### src/rtl/round_robin_arbiter_pkg.sv
// round_robin_arbiter_pkg: shared state encoding and constants for the arbiter
package round_robin_arbiter_pkg;
  typedef enum logic {IDLE = 1'b0, GRANT = 1'b1} state_t;
  localparam int NUM_REQ = 4;
  localparam logic [1:0] RESET_LAST = 2'd3;
endpackage

### src/rtl/round_robin_arbiter_if.sv
// round_robin_arbiter_if: request/grant bundle between requesters and the arbiter
interface round_robin_arbiter_if;
  import round_robin_arbiter_pkg::*;
  logic [NUM_REQ-1:0] req;
  logic done;
  logic [NUM_REQ-1:0] gnt;
  logic [1:0] gnt_id;
  logic gnt_valid;
  logic timeout;
  modport master (output req, done, input gnt, gnt_id, gnt_valid, timeout);
  modport slave (input req, done, output gnt, gnt_id, gnt_valid, timeout);
endinterface

### src/rtl/round_robin_arbiter_rr_pick.sv
// rr_pick: rotating-priority winner search starting just after the last grantee
module rr_pick
  import round_robin_arbiter_pkg::*;
(
  input  logic [NUM_REQ-1:0] req,
  input  logic [1:0]         last,
  output logic [1:0]         pick,
  output logic               any
);
  logic [1:0] s;
  logic [1:0] idx;
  logic [2*NUM_REQ-1:0] dbl;
  logic [NUM_REQ-1:0] rot;
  always_comb begin
    s = last + 2'd1;
    dbl = {req, req} >> s;
    rot = dbl[NUM_REQ-1:0];
    idx = '0;
    for (int i = NUM_REQ - 1; i >= 0; i--) if (rot[i]) idx = i[1:0];
    pick = idx + s;
    any = |req;
  end
endmodule

### src/rtl/round_robin_arbiter.sv
// round_robin_arbiter: two-state grant FSM with hold limit over a rotating-priority pick
module round_robin_arbiter
  import round_robin_arbiter_pkg::*;
#(
  parameter int MAX_HOLD = 8
) (
  input logic clk,
  input logic rst,
  round_robin_arbiter_if.slave bus
);
  localparam int HW = $clog2(MAX_HOLD + 1);
  state_t state_q, state_d;
  logic [1:0] last_q, last_d, gnt_id_q, gnt_id_d, pick;
  logic [HW-1:0] hold_q, hold_d;
  logic [NUM_REQ-1:0] gnt_q, gnt_d;
  logic timeout_q, timeout_d, any, at_limit, rel, grab;
  rr_pick u_pick (.req(bus.req), .last(last_q), .pick(pick), .any(any));
  always_ff @(posedge clk) begin
    if (rst) begin
      state_q <= IDLE;
      last_q <= RESET_LAST;
      hold_q <= '0;
      gnt_q <= '0;
      gnt_id_q <= '0;
      timeout_q <= 1'b0;
    end else begin
      state_q <= state_d;
      last_q <= last_d;
      hold_q <= hold_d;
      gnt_q <= gnt_d;
      gnt_id_q <= gnt_id_d;
      timeout_q <= timeout_d;
    end
  end
  always_comb begin
    at_limit = hold_q == HW'(MAX_HOLD);
    rel = bus.done | ~bus.req[gnt_id_q] | at_limit;
    state_d = state_q == IDLE ? (any ? GRANT : IDLE) : (rel ? IDLE : GRANT);
  end
  // done and a dropped request outrank the hold limit, so only a pure limit hit pulses timeout
  always_comb begin
    grab = state_q == IDLE && any;
    last_d = grab ? pick : last_q;
    gnt_id_d = grab ? pick : gnt_id_q;
    gnt_d = state_d == GRANT ? (grab ? 4'b0001 << pick : gnt_q) : '0;
    hold_d = grab ? HW'(1) : (state_q == GRANT && !rel) ? hold_q + HW'(1) : '0;
    timeout_d = state_q == GRANT && !bus.done && bus.req[gnt_id_q] && at_limit;
  end
  assign bus.gnt = gnt_q;
  assign bus.gnt_id = gnt_id_q;
  assign bus.gnt_valid = state_q == GRANT;
  assign bus.timeout = timeout_q;
endmodule

### src/flat_wrapper.sv
// flat-port wrapper written by rule: the top's interface ports become plain ports
module round_robin_arbiter_flat import round_robin_arbiter_pkg::*;
#(
  parameter int MAX_HOLD = 8
)
  (clk, rst, bus_req, bus_done, bus_gnt, bus_gnt_id, bus_gnt_valid, bus_timeout);
  round_robin_arbiter_if bus_i ();
  input logic clk;
  input logic rst;
  input wire logic [$bits(bus_i.req)-1:0] bus_req;
  input wire logic [$bits(bus_i.done)-1:0] bus_done;
  output wire logic [$bits(bus_i.gnt)-1:0] bus_gnt;
  output wire logic [$bits(bus_i.gnt_id)-1:0] bus_gnt_id;
  output wire logic [$bits(bus_i.gnt_valid)-1:0] bus_gnt_valid;
  output wire logic [$bits(bus_i.timeout)-1:0] bus_timeout;
  assign bus_i.req = bus_req;
  assign bus_i.done = bus_done;
  assign bus_gnt = bus_i.gnt;
  assign bus_gnt_id = bus_i.gnt_id;
  assign bus_gnt_valid = bus_i.gnt_valid;
  assign bus_timeout = bus_i.timeout;
  round_robin_arbiter #(.MAX_HOLD(MAX_HOLD)) u_core (.clk(clk), .rst(rst), .bus(bus_i));
endmodule
### config.mk
export PLATFORM = sky130hd
export DESIGN_NAME = round_robin_arbiter_flat
export DESIGN_NICKNAME = d
export VERILOG_FILES = /design/src/rtl/round_robin_arbiter_pkg.sv /design/src/rtl/round_robin_arbiter_if.sv /design/src/rtl/round_robin_arbiter_rr_pick.sv /design/src/rtl/round_robin_arbiter.sv /design/src/flat_wrapper.sv
export SDC_FILE = /design/constraint.sdc
export NUM_CORES = 1
export LEC_CHECK = 0
export BUFFER_PORTS_ARGS = -buffer_cell sky130_fd_sc_hd__buf_2
export CORE_ASPECT_RATIO = 1.1
export CORE_MARGIN = 2
export CORE_UTILIZATION = 48
export DETAILED_ROUTE_END_ITERATION = 8
export PLACE_DENSITY = 0.8
export SYNTH_ARGS = -nofsm -noshare
export SYNTH_HDL_FRONTEND = slang
export SYNTH_SLANG_ARGS = --single-unit
### constraint.sdc
create_clock -name clk -period 2.1 [get_ports clk]
set_clock_uncertainty 0.1 [all_clocks]
set_input_delay 0.105 -clock clk [delete_from_list [all_inputs] [get_ports clk]]
set_output_delay 0.105 -clock clk [all_outputs]
set_load 0.03 [all_outputs]
==> impl_results.md <==
* Status: completed
* Initial antenna violation count at 0
* Post-synthesis to final-layout area growth at 21.7%
* Top cells by area, synth: sky130_fd_sc_hd__dfxtp_1, sky130_fd_sc_hd__nand2_1, sky130_fd_sc_hd__a21oi_1
* Highest ir drop seen on vdd at 0.527 mV
* Placement-stage cell area at 915 µm²
* Core occupancy in the finished layout at 63.4%
* Slew @ Worst Pin at 0.345 ns
* Place WS at -0.0251 ns
* Library cell occupying the most area in the post-synthesis netlist: sky130_fd_sc_hd__dfxtp_1
* Warnings, synthesis at 0
* Average cell area after synthesis at 7.93 µm²
* Crit share post-route at 95.8%
* Largest fanout on the critical path at 6
* Relative slew margins at 76.8%
* Vias at 808
* Clock buffer count from CTS at 3
* GRT Resource Usage Total at 19.6%
* Floorplan die area at 2100 µm²
* Total grt overflow at 0
* Most crowded layer after global routing: met2
* Global routing usage on met3 at 4.53%
* First-pass GRT wire length at 3050 µm
* Number of different library cells in the post-synthesis netlist at 32
* Max Slew Vio Count at 0
* Critical path endpoint: u_core.bus.gnt[1]$_SDFFE_PP0P_
* Proportion of netlist area held by the largest area contributor at 33.3%
* Drt pass-1 iters at 4
* Final worst setup slack at 0.0883 ns
* Placed wire-length estimate after detailed placement at 1340 µm
* CTS tree: built
* Sum of buffers and inverters on the critical path at 0
* Root Buffer Master: sky130_fd_sc_hd__clkbuf_4
* CP top delay family: simple AND/OR/NAND/NOR gates
* Reg-to-reg endpoint: u_core.bus.gnt[1]$_SDFFE_PP0P_
* Critical-path cell list: nor4_2 > a21oi_2 > nand2_1 > ha_4 > xnor2_4 > xnor2_2 > and3_1 > nand3_1 > a31oi_1
* Via-per-instance ratio at 5.86
* Number of global-route vias before repair at 725
* Critical path capture point type: register
* Mapped cell area at 841 µm²
* Pin count of the biggest net entering global routing at 16
* Power per cell area at 1070 nW/µm²
* Row count at 15
* Min-Delay Path Class: in -> reg
* #FFs+latches synth at 14
* Final Hold Vio Count at 0
* IO buf count at 14
* Antenna Nets Post-Route at 0
* 1st-iter DRT viols at 13
* CTS H-Tree Depth at 1
* Clock tree buffer depth at 2
* Post-layout power at 1.09 mW
* Weighted congestion at the end of routability-driven global placement at 0.786
* Met2 Usage GRT at 32.9%
* Horizontal die dimension at 43.9 µm
* Cells after Synth at 106
* Depth of the worst register-to-register path at 9
* Timing-limited maximum frequency at 0.497 GHz
* Startpoint type of the worst setup path: register
* # DRC at 0
* Flop-to-flop setup slack at 0.09 ns
* Area of the core at 1610 µm²
* Delay of the slowest cell on the worst path at 0.38 ns
* Worst Path Required at 2.21 ns
* Y dimension of the die at 47.9 µm
* DRT Wirelength at 1940 µm
* Met1 routing resource usage after global routing at 24.1%
* Num Clock Sinks at 14
* Static Leak at 0.414 nW
* Final critical delay including setup and external delays at 2.01 ns
* Critical path depth in cells at 9
* Reported max-cap violation count at 0
* Clock slew at the register clock pins of the worst setup and hold paths at 0.08 ns
* Count of antenna diodes in the layout at 0
* Critical Path Source: u_core.last_q[0]$_SDFFE_PP1P_
* Initial standard-cell utilization of the core at 52.1%
* Setup violations, final at 0
* Post-Syn Nets at 116
* Post-DR wirelength/cell at 14.1 µm
* Final-layout worst hold slack at 0.0167 ns
* Kind of critical path: reg -> reg
* Layout cells sized above 1 at 28.9%
* Worst R2R Start: u_core.last_q[0]$_SDFFE_PP1P_
* Net total in the final layout at 133
* Signal arrival time at the worst endpoint at 2.12 ns
* Area of all placed cells without fillers at 1020 µm²
* Part of the Yosys area used for sequential elements at 33.3%
* Clock latency reported for the late side of the worst-skew pair at 0.29 ns
* Boundary pin count at 15
* Setup repair after global routing missed its margin: yes
* Critical-path cell with the highest stage delay: sky130_fd_sc_hd__dfxtp_4
-- timing repair --
action / CTS / global route
hold endpoints to repair: 2 / 0
setup endpoints to repair: 5 / 6
hold buffers: 1 / 0
pin swaps: 0 / 7
gates resized for setup: 1 / 15
buffers inserted: 0 / 1
-- power by group --
group	internal, mW	switching, mW
Sequential	0.318	0.0555
Combinational	0.244	0.322
Clock	0.0668	0.0860
-- cell type report --
type | instances | area (µm²)
Fill cell | 149 | 591
Sequential cell | 14 | 285
Tap cell | 17 | 21.3
Clock buffer | 3 | 22.5
Inverter | 5 | 18.8
Timing Repair Buffer | 17 | 95.1
Multi-Input combinational cell | 82 | 581
-- cells in the mapped netlist --
cell                       count
sky130_fd_sc_hd__nor3_1        4
sky130_fd_sc_hd__nand2_1      13
sky130_fd_sc_hd__a21o_1        3
sky130_fd_sc_hd__nor4_1        1
sky130_fd_sc_hd__nor3_2        1
sky130_fd_sc_hd__o211ai_1      5
sky130_fd_sc_hd__nand4_1       1
sky130_fd_sc_hd__xnor2_1       4
sky130_fd_sc_hd__clkbuf_2      1
sky130_fd_sc_hd__mux2i_1       1
sky130_fd_sc_hd__o22ai_1       1
sky130_fd_sc_hd__inv_1         5
sky130_fd_sc_hd__buf_2         4
sky130_fd_sc_hd__o41ai_2       1
sky130_fd_sc_hd__o21ai_0       5
sky130_fd_sc_hd__and3_1        2
sky130_fd_sc_hd__nand2b_1      1
sky130_fd_sc_hd__xor2_1        1
sky130_fd_sc_hd__nand3_1       6
sky130_fd_sc_hd__nor2_1        7
sky130_fd_sc_hd__a21oi_1       8
sky130_fd_sc_hd__nor2b_2       1
sky130_fd_sc_hd__nor2b_1       2
sky130_fd_sc_hd__o31ai_2       1
sky130_fd_sc_hd__a21o_2        1
sky130_fd_sc_hd__a21oi_2       1
sky130_fd_sc_hd__a31oi_1       4
sky130_fd_sc_hd__a211o_1       1
sky130_fd_sc_hd__dfxtp_1      14
sky130_fd_sc_hd__or3_4         1
sky130_fd_sc_hd__ha_1          3
sky130_fd_sc_hd__nand3b_1      2
-- sequential cells by signal, indices dropped and copies added, names as in the netlist --
name,count
u_core.bus.gnt,4
u_core.hold_q,4
u_core.bus.gnt_id,2
u_core.last_q,2
u_core.bus.gnt_valid,1
u_core.bus.timeout,1
-- layer usage --
layer / vias to the layer above / routed length (µm)
met4: 0 / 40
met3: 5 / 88
met5: - / 0
met1: 377 / 875
li1: 410 / -
met2: 16 / 936
-- placed cells by master (no fill, tap or decap), types with 2 or more instances in the layout --
cell type and instances:
sky130_fd_sc_hd__buf_2 14, sky130_fd_sc_hd__nand2_1 13, sky130_fd_sc_hd__dfxtp_1 12, sky130_fd_sc_hd__a21oi_1 7
sky130_fd_sc_hd__nor2_1 6, sky130_fd_sc_hd__nand3_1 6, sky130_fd_sc_hd__o211ai_1 5, sky130_fd_sc_hd__inv_1 5
sky130_fd_sc_hd__nor3_1 4, sky130_fd_sc_hd__o21ai_0 4, sky130_fd_sc_hd__a31oi_1 4, sky130_fd_sc_hd__a21o_1 3
sky130_fd_sc_hd__clkbuf_4 3, sky130_fd_sc_hd__a21oi_2 2, sky130_fd_sc_hd__xnor2_2 2, sky130_fd_sc_hd__nand3b_1 2
sky130_fd_sc_hd__nor2b_1 2, sky130_fd_sc_hd__and3_1 2, sky130_fd_sc_hd__ha_1 2, sky130_fd_sc_hd__buf_4 2
-- worst register-to-register path, stage by stage (launching register included) --
cell,delay [ns]
sky130_fd_sc_hd__dfxtp_4,0.38
sky130_fd_sc_hd__nor4_2,0.32
sky130_fd_sc_hd__a21oi_2,0.06
sky130_fd_sc_hd__nand2_1,0.12
sky130_fd_sc_hd__ha_4,0.17
sky130_fd_sc_hd__xnor2_4,0.10
sky130_fd_sc_hd__xnor2_2,0.22
sky130_fd_sc_hd__and3_1,0.19
sky130_fd_sc_hd__nand3_1,0.10
sky130_fd_sc_hd__a31oi_1,0.17
-- through the flow --
stage	TNS (ns)	std cells
2_1_floorplan	0	106
3_3_place_gp	0	133
3_5_place_dp	-0.0425	133
4_1_cts	0	137
5_1_grt	-0.0768	138
6_report	0	138
-- worst min path at each step --
stage / start / endpoint / slack (ns) / cells after the start
4_1_cts: bus_done / u_core.bus.timeout$_SDFF_PP0_ / 0.01 / 4
3_3_place_gp: rst / u_core.bus.gnt_id[0]$_SDFFE_PP0P_ / 0.28 / 2
5_1_grt: bus_done / u_core.bus.timeout$_SDFF_PP0_ / 0.04 / 4
6_report: bus_done / u_core.bus.timeout$_SDFF_PP0_ / 0.02 / 4
2_1_floorplan: rst / u_core.bus.gnt_id[0]$_SDFFE_PP0P_ / 0.07 / 1
3_5_place_dp: rst / u_core.bus.gnt_id[0]$_SDFFE_PP0P_ / 0.27 / 2
-- logic make-up after synthesis --
| family | share of synthesized area [%] |
|---|---|
| and+or+nand+nor | 25.4 |
| buffers and inverters | 5.21 |
| AOI/OAI and AO/OA | 25.1 |
| muxes | 1.19 |
| DFF | 33.3 |
| xor gates and xnor gates | 5.21 |
| adders and majority gates | 4.46 |
No activity file was read; power rests on OpenSTA's default activity.
